[src/rtl/rx_buf_pkg.sv]
// Shared types for the ping-pong sample buffer controller.
package rx_buf_pkg;

  localparam int unsigned OVF_CNT_W = 16;

  typedef enum logic [1:0] {
    BankEmpty,
    BankFilling,
    BankFull,
    BankReading
  } bank_state_e;

  typedef enum logic {
    WrFill,
    WrDrop
  } wr_state_e;

endpackage

[src/rtl/rx_sample_buffer_ctrl_if.sv]
// Signal bundle between the buffer controller (slave) and its environment (master):
// receiver input stage, frame consumer and the single-port sample RAM.
interface rx_sample_buffer_ctrl_if #(
  parameter int unsigned DATA_W    = 16,
  parameter int unsigned FRAME_LEN = 256
);
  import rx_buf_pkg::*;

  localparam int unsigned OFS_W = $clog2(FRAME_LEN);

  logic                 in_en;
  logic [DATA_W-1:0]    in_data;
  logic                 frame_ready;
  logic                 frame_bank;
  logic                 frame_ack;
  logic                 frame_done;
  logic                 rd_req;
  logic [OFS_W-1:0]     rd_ofs;
  logic                 rd_stall;
  logic                 rd_valid;
  logic [DATA_W-1:0]    rd_data;
  logic                 mem_en;
  logic                 mem_we;
  logic [OFS_W:0]       mem_addr;
  logic [DATA_W-1:0]    mem_wdata;
  logic [DATA_W-1:0]    mem_rdata;
  logic                 overflow;
  logic [OVF_CNT_W-1:0] ovf_count;

  modport slave (
    input  in_en, in_data, frame_ack, frame_done, rd_req, rd_ofs, mem_rdata,
    output frame_ready, frame_bank, rd_stall, rd_valid, rd_data,
           mem_en, mem_we, mem_addr, mem_wdata, overflow, ovf_count
  );

  modport master (
    output in_en, in_data, frame_ack, frame_done, rd_req, rd_ofs, mem_rdata,
    input  frame_ready, frame_bank, rd_stall, rd_valid, rd_data,
           mem_en, mem_we, mem_addr, mem_wdata, overflow, ovf_count
  );

endinterface

[src/rtl/rx_port_arb.sv]
// Single RAM port mux: the writer always wins, reads are granted only on idle write cycles.
module rx_port_arb #(
  parameter int unsigned DATA_W = 16,
  parameter int unsigned OFS_W  = 8
) (
  input  logic              clk,
  input  logic              rst_n,
  input  logic              in_en_i,
  input  logic              wr_en_i,
  input  logic              wr_bank_i,
  input  logic [OFS_W-1:0]  wr_ofs_i,
  input  logic [DATA_W-1:0] wr_data_i,
  input  logic              rd_req_i,
  input  logic              rd_allow_i,
  input  logic              rd_bank_i,
  input  logic [OFS_W-1:0]  rd_ofs_i,
  input  logic [DATA_W-1:0] mem_rdata_i,
  output logic              mem_en_o,
  output logic              mem_we_o,
  output logic [OFS_W:0]    mem_addr_o,
  output logic [DATA_W-1:0] mem_wdata_o,
  output logic              rd_stall_o,
  output logic              rd_valid_o,
  output logic [DATA_W-1:0] rd_data_o
);

  logic rd_grant;
  logic rd_valid_q;

  // A strobe from the input stage blocks the read even when the writer drops it.
  assign rd_grant   = rd_req_i & rd_allow_i & ~in_en_i;
  assign rd_stall_o = rd_req_i & ~rd_grant;

  always_comb begin
    mem_en_o    = wr_en_i | rd_grant;
    mem_we_o    = wr_en_i;
    mem_addr_o  = '0;
    mem_wdata_o = '0;
    if (wr_en_i) begin
      mem_addr_o  = {wr_bank_i, wr_ofs_i};
      mem_wdata_o = wr_data_i;
    end else if (rd_grant) begin
      mem_addr_o  = {rd_bank_i, rd_ofs_i};
    end
  end

  always_ff @(posedge clk or negedge rst_n) begin
    if (!rst_n) begin
      rd_valid_q <= 1'b0;
    end else begin
      rd_valid_q <= rd_grant;
    end
  end

  assign rd_valid_o = rd_valid_q;
  assign rd_data_o  = rd_valid_q ? mem_rdata_i : '0;

endmodule

[src/rtl/rx_sample_buffer_ctrl.sv]
// Ping-pong RX sample buffer controller over a single-port RAM of two FRAME_LEN banks.
// Define RX_OVF_COUNT_EN to build the saturating dropped-sample counter.
module rx_sample_buffer_ctrl
  import rx_buf_pkg::*;
#(
  parameter int unsigned DATA_W    = 16,
  parameter int unsigned FRAME_LEN = 256
) (
  input  logic                  clk,
  input  logic                  rst_n,
  rx_sample_buffer_ctrl_if.slave bus_io
);

  localparam int unsigned OFS_W = $clog2(FRAME_LEN);
  localparam logic [OFS_W-1:0] LastOfs = OFS_W'(FRAME_LEN - 1);

  bank_state_e      bank_q [2];
  bank_state_e      bank_d [2];
  wr_state_e        wstate_q, wstate_d;
  logic             wbank_q, wbank_d;
  logic             rd_bank_q, rd_bank_d;
  logic [OFS_W-1:0] wofs_q, wofs_d;
  logic             overflow_q;
  logic             frame_ready, reading, ack, rel, wr_en, drop, other_free;

  // Banks complete and are consumed in the same alternating order, so the oldest FULL
  // bank is always the one after the last released bank.
  assign frame_ready = (bank_q[rd_bank_q] == BankFull);
  assign reading     = (bank_q[rd_bank_q] == BankReading);
  assign ack         = bus_io.frame_ack & frame_ready;
  assign rel         = bus_io.frame_done & reading;
  assign wr_en       = bus_io.in_en & (wstate_q == WrFill);
  assign drop        = bus_io.in_en & (wstate_q == WrDrop);
  assign other_free  = (bank_q[~wbank_q] == BankEmpty) | (rel & (rd_bank_q == ~wbank_q));

  always_comb begin
    bank_d    = bank_q;
    wstate_d  = wstate_q;
    wbank_d   = wbank_q;
    wofs_d    = wofs_q;
    rd_bank_d = rd_bank_q;
    if (ack) begin
      bank_d[rd_bank_q] = BankReading;
    end
    if (rel) begin
      bank_d[rd_bank_q] = BankEmpty;
      rd_bank_d         = ~rd_bank_q;
    end
    if (wr_en) begin
      wofs_d = wofs_q + OFS_W'(1);
      if (wofs_q == LastOfs) begin
        bank_d[wbank_q] = BankFull;
        wbank_d         = ~wbank_q;
        wstate_d        = other_free ? WrFill : WrDrop;
      end else begin
        bank_d[wbank_q] = BankFilling;
      end
    end else if ((wstate_q == WrDrop) && rel && (rd_bank_q == wbank_q)) begin
      wstate_d = WrFill;
    end
  end

  always_ff @(posedge clk or negedge rst_n) begin
    if (!rst_n) begin
      bank_q[0]  <= BankEmpty;
      bank_q[1]  <= BankEmpty;
      wstate_q   <= WrFill;
      wbank_q    <= 1'b0;
      wofs_q     <= '0;
      rd_bank_q  <= 1'b0;
      overflow_q <= 1'b0;
    end else begin
      bank_q     <= bank_d;
      wstate_q   <= wstate_d;
      wbank_q    <= wbank_d;
      wofs_q     <= wofs_d;
      rd_bank_q  <= rd_bank_d;
      overflow_q <= overflow_q | drop;
    end
  end

  assign bus_io.frame_ready = frame_ready;
  assign bus_io.frame_bank  = rd_bank_q;
  assign bus_io.overflow    = overflow_q;

`ifdef RX_OVF_COUNT_EN
  logic [OVF_CNT_W-1:0] ovf_cnt_q;

  always_ff @(posedge clk or negedge rst_n) begin
    if (!rst_n) begin
      ovf_cnt_q <= '0;
    end else if (drop && (ovf_cnt_q != '1)) begin
      ovf_cnt_q <= ovf_cnt_q + OVF_CNT_W'(1);
    end
  end

  assign bus_io.ovf_count = ovf_cnt_q;
`else
  assign bus_io.ovf_count = '0;
`endif

  rx_port_arb #(
    .DATA_W(DATA_W),
    .OFS_W (OFS_W)
  ) u_port_arb (
    .clk        (clk),
    .rst_n      (rst_n),
    .in_en_i    (bus_io.in_en),
    .wr_en_i    (wr_en),
    .wr_bank_i  (wbank_q),
    .wr_ofs_i   (wofs_q),
    .wr_data_i  (bus_io.in_data),
    .rd_req_i   (bus_io.rd_req),
    .rd_allow_i (reading),
    .rd_bank_i  (rd_bank_q),
    .rd_ofs_i   (bus_io.rd_ofs),
    .mem_rdata_i(bus_io.mem_rdata),
    .mem_en_o   (bus_io.mem_en),
    .mem_we_o   (bus_io.mem_we),
    .mem_addr_o (bus_io.mem_addr),
    .mem_wdata_o(bus_io.mem_wdata),
    .rd_stall_o (bus_io.rd_stall),
    .rd_valid_o (bus_io.rd_valid),
    .rd_data_o  (bus_io.rd_data)
  );

endmodule

[src/flat_wrapper.sv]
// flat-port wrapper written by rule: the top's interface ports become plain ports
module rx_sample_buffer_ctrl_flat import rx_buf_pkg::*;
#(
  parameter int unsigned DATA_W    = 16,
  parameter int unsigned FRAME_LEN = 256
)
  (clk, rst_n, bus_io_in_en, bus_io_in_data, bus_io_frame_ack, bus_io_frame_done, bus_io_rd_req, bus_io_rd_ofs, bus_io_mem_rdata, bus_io_frame_ready, bus_io_frame_bank, bus_io_rd_stall, bus_io_rd_valid, bus_io_rd_data, bus_io_mem_en, bus_io_mem_we, bus_io_mem_addr, bus_io_mem_wdata, bus_io_overflow, bus_io_ovf_count);
  rx_sample_buffer_ctrl_if #(.DATA_W(DATA_W), .FRAME_LEN(FRAME_LEN)) bus_io_i ();
  input  logic clk;
  input  logic rst_n;
  input wire logic [$bits(bus_io_i.in_en)-1:0] bus_io_in_en;
  input wire logic [$bits(bus_io_i.in_data)-1:0] bus_io_in_data;
  input wire logic [$bits(bus_io_i.frame_ack)-1:0] bus_io_frame_ack;
  input wire logic [$bits(bus_io_i.frame_done)-1:0] bus_io_frame_done;
  input wire logic [$bits(bus_io_i.rd_req)-1:0] bus_io_rd_req;
  input wire logic [$bits(bus_io_i.rd_ofs)-1:0] bus_io_rd_ofs;
  input wire logic [$bits(bus_io_i.mem_rdata)-1:0] bus_io_mem_rdata;
  output wire logic [$bits(bus_io_i.frame_ready)-1:0] bus_io_frame_ready;
  output wire logic [$bits(bus_io_i.frame_bank)-1:0] bus_io_frame_bank;
  output wire logic [$bits(bus_io_i.rd_stall)-1:0] bus_io_rd_stall;
  output wire logic [$bits(bus_io_i.rd_valid)-1:0] bus_io_rd_valid;
  output wire logic [$bits(bus_io_i.rd_data)-1:0] bus_io_rd_data;
  output wire logic [$bits(bus_io_i.mem_en)-1:0] bus_io_mem_en;
  output wire logic [$bits(bus_io_i.mem_we)-1:0] bus_io_mem_we;
  output wire logic [$bits(bus_io_i.mem_addr)-1:0] bus_io_mem_addr;
  output wire logic [$bits(bus_io_i.mem_wdata)-1:0] bus_io_mem_wdata;
  output wire logic [$bits(bus_io_i.overflow)-1:0] bus_io_overflow;
  output wire logic [$bits(bus_io_i.ovf_count)-1:0] bus_io_ovf_count;
  assign bus_io_i.in_en = bus_io_in_en;
  assign bus_io_i.in_data = bus_io_in_data;
  assign bus_io_i.frame_ack = bus_io_frame_ack;
  assign bus_io_i.frame_done = bus_io_frame_done;
  assign bus_io_i.rd_req = bus_io_rd_req;
  assign bus_io_i.rd_ofs = bus_io_rd_ofs;
  assign bus_io_i.mem_rdata = bus_io_mem_rdata;
  assign bus_io_frame_ready = bus_io_i.frame_ready;
  assign bus_io_frame_bank = bus_io_i.frame_bank;
  assign bus_io_rd_stall = bus_io_i.rd_stall;
  assign bus_io_rd_valid = bus_io_i.rd_valid;
  assign bus_io_rd_data = bus_io_i.rd_data;
  assign bus_io_mem_en = bus_io_i.mem_en;
  assign bus_io_mem_we = bus_io_i.mem_we;
  assign bus_io_mem_addr = bus_io_i.mem_addr;
  assign bus_io_mem_wdata = bus_io_i.mem_wdata;
  assign bus_io_overflow = bus_io_i.overflow;
  assign bus_io_ovf_count = bus_io_i.ovf_count;
  rx_sample_buffer_ctrl #(.DATA_W(DATA_W), .FRAME_LEN(FRAME_LEN)) u_core (.clk(clk), .rst_n(rst_n), .bus_io(bus_io_i));
endmodule
[config.mk]
export PLATFORM = sky130hd
export DESIGN_NAME = rx_sample_buffer_ctrl_flat
export DESIGN_NICKNAME = d
export VERILOG_FILES = /design/src/rtl/rx_buf_pkg.sv /design/src/rtl/rx_sample_buffer_ctrl_if.sv /design/src/rtl/rx_port_arb.sv /design/src/rtl/rx_sample_buffer_ctrl.sv /design/src/flat_wrapper.sv
export SDC_FILE = /design/constraint.sdc
export NUM_CORES = 1
export LEC_CHECK = 0
export CORE_UTILIZATION = 60
export CTS_CLUSTER_SIZE = 40
export DETAILED_ROUTE_END_ITERATION = 16
export DONT_BUFFER_PORTS = 1
export GPL_ROUTABILITY_DRIVEN = 0
export PLACE_DENSITY = 0.87
export SLEW_MARGIN = 20
export SYNTH_ARGS = -nofsm -noshare
export SYNTH_HDL_FRONTEND = slang
export SYNTH_SLANG_ARGS = --single-unit
[constraint.sdc]
create_clock -name clk -period 2.7 [get_ports clk]
set_clock_uncertainty 0.15 [all_clocks]
set_input_delay 0.54 -clock clk [delete_from_list [all_inputs] [get_ports clk]]
set_output_delay 0.54 -clock clk [all_outputs]
set_load 0.01 [all_outputs]
==> reports/results.ini <==
[status]
status=finished clean

[floorplan]
die_width_um=47.8
ioPinCount=110
fp-row-count=16
die_h_um=47.8
dieArea_mm2=0.00229
start_util_pct=64.3
coreArea_mm2=0.00196

[worst_setup_path]
cp-end-kind=output pin
cp.arrival_ns=1.86
crit_required_ns=2.01
crit_fanout=12
cp-start-kind=flip-flop
critPathKind=reg2out

[clock_tree]
clock_sinks=17
htree_levels=1
clkTransAtPathRegs_ns=0.10
cts_setup_buffers=0
cts-root-buf=clkbuf_4
clkLatencyLatePin_ns=0.30
numCtsBuffers=3
cts_tree=yes
cts_buffer_depth=2

[final_layout]
syn_to_final_growth_pct=-2.08
final_cells=166
diodes=0
n_fill_cell=172
finalNetCount=187
post_route_cells_drive_above_1_share_pct=10.1
fin_area_mm2=0.00123

[logic_synthesis]
synth_flop_cell=dfrtp_1
yosys.area.top_type=dfrtp_1
synth-compound-area-share_pct=12.4
synth_top_family_by_area=simple AND/OR/NAND/NOR gates
synth.distinct_cells=37
synth_simple_gate_area_share_pct=31.5
synth-edff-count=0
async_flop_share_pct=100
netlist_area_mm2=0.00126
synth-adder-area-share_pct=0.992
yosysSeqAreaShare_pct=33.7
synth_xor_area_share_pct=6.94
syn_area_per_cell_um2=8.94
synth_cells=141
synth_seq_cells=17
yosys_warnings=0
synth_top_area_share_pct=33.7
synthTopCellsByArea=dfrtp_1 34%, and2_1 16%, buf_4 10%, a22o_1 6.3%, xnor2_1 4.2%
synthMuxAreaShare_pct=0

[grt]
grt_overflow=0
antenna_found_initial=0
grt_pass1_vias=840
gr-usage-all-layers_pct=24.6
grt_pass1_wl_um=3840
grt_max_degree=22

[timing]
rsz0062_at_grt=false
setup_ws_ns=0.146
tightest_slew_ns=0.773
fin_crit_sh_pct=94.6
hold_violations=0
setup_tns_ns=0
finalSetupViolations=0
slew_violations=0
max_freq_ghz=0.391
min_period_ns=2.55
relSlewSlack_pct=48.3

[placement]
dp_slack_ns=0.403
dp_hpwl_um=2280
io_buffers=0
dp.cells=161
place_area_mm2=0.00120

[pwr]
power_density_mw_per_mm2=602
ir_drop_uv=358
p_leak_nw=0.566

[routing]
ant_nets=0
vias=955
drc_errors=0
routed_wirelength_um=2900
wl_per_cell_um=17.5
drt_iter0_markers=19
first_pass_iters=4
via_per_inst=5.75

[run]
maxCapViolCount=0

[hold_path]
hp-class=in2reg

layer usage:
metal	routed length (µm)	vias up	global-route usage, %
met4	52	0	8.33
li1	-	436	-
met3	315	7	6.79
met2	1470	65	42.2
met5	0	-	0
met1	1060	447	29.7
state kept, by name (all words and copies together), names as in the netlist:
name,flops
u_core.wbank_q,1
u_core.wstate_q,1
u_core.u_port_arb.rd_valid_o,1
u_core.wofs_q,8
u_core.bus_io.frame_bank,1
u_core.bus_io.overflow,1
u_core.bank_q,4
path summary, 6_finish.rpt:
kind / start / to / slack (ns) / depth (start not counted)
max: u_core.bus_io.frame_bank / bus_io_mem_en / 0.15 / 4
min: bus_io_frame_done / u_core.wstate_q / 0.18 / 1
max reg2reg: u_core.wstate_q / u_core.wofs_q[6] / 0.94 / 6
min reg2reg: u_core.wofs_q[7] / u_core.wofs_q[7] / 0.36 / 1
max in group asynchronous: rst_n / u_core.u_port_arb.rd_valid_o / 1.32 / 1
min in group asynchronous: rst_n / u_core.wbank_q / 0.59 / 1
cells in the mapped netlist, drive strengths merged, types with 2 or more instances:
cell type,number
a21o,2
xor2,4
nand2,11
nand2b,2
a21oi,2
a31oi,2
and2,32
a32o,2
xnor2,6
dfrtp,17
a22o,9
inv,2
clkbuf,4
nand4,4
nor2,5
nor2b,2
nor3,2
nand3,2
buf,20
cells in the final DEF (no fill, tap or decap), types with 2 or more instances in the layout:
cell type  synthesis  layout
a21oi_1            2       2
a22o_1             9       9
a31oi_1            2       2
a32o_1             2       2
and2_1            32      32
buf_4             17       2
clkbuf_4           0       3
conb_1             1      16
dfrtp_1           17      17
inv_1              2       2
nand2_1           11      11
nand2b_1           2       2
nand4_1            4       4
nor2_1             4       4
xnor2_1            6       6
xor2_1             4       4
critical path, cell delays in order (launching register included):
cell and delay, ns:
dfrtp_1 0.56, nor2b_2 0.11, a32o_1 0.24, and3b_2 0.31, or2_2 0.33
cell type report:
type | count | area, µm² | share of cell area (%)
clock buffer | 3 | 22.5 | 1.82
timing repair buffer | 3 | 25.0 | 2.03
inverter | 2 | 7.51 | 0.608
clock inverter | 1 | 5.00 | 0.405
sequential | 17 | 425 | 34.4
tap | 27 | 33.8 | 2.74
multi-input combinational | 113 | 716 | 58.0
cell families after synthesis:
logic type | Yosys count
adders and majority gates | 1
xor gates and xnor gates | 10
and+or+nand+nor | 66
buffers and inverters | 26
DFF | 17
other | 1
AOI/OAI and AO/OA | 20
stage by stage:
stage,util (%),total power [mW],hold slack (ns)
final,62.9,0.743,0.177
after global routing,62.9,0.792,0.169
after CTS,62.9,0.745,0.178
after detailed placement,61.0,0.600,0.0947
after global placement,61.0,0.585,0.0947
after floorplan,-,0.581,0.0944
report_power, final:
part	total, mW	leakage (nW)	internal [mW]	switching [mW]
clock	0.141	0.0177	0.0553	0.0858
sequential	0.400	0.208	0.310	0.0893
combinational	0.202	0.340	0.0924	0.110
what timing repair did:
| action | 4_1_cts | 5_1_grt |
|---|---|---|
| hold buffers | 1 | 0 |
| endpoints found under the hold margin | 17 | 0 |
| setup endpoints to repair | 0 | 10 |
| resized for setup | 0 | 1 |
Power figures use the tool's default switching activity.
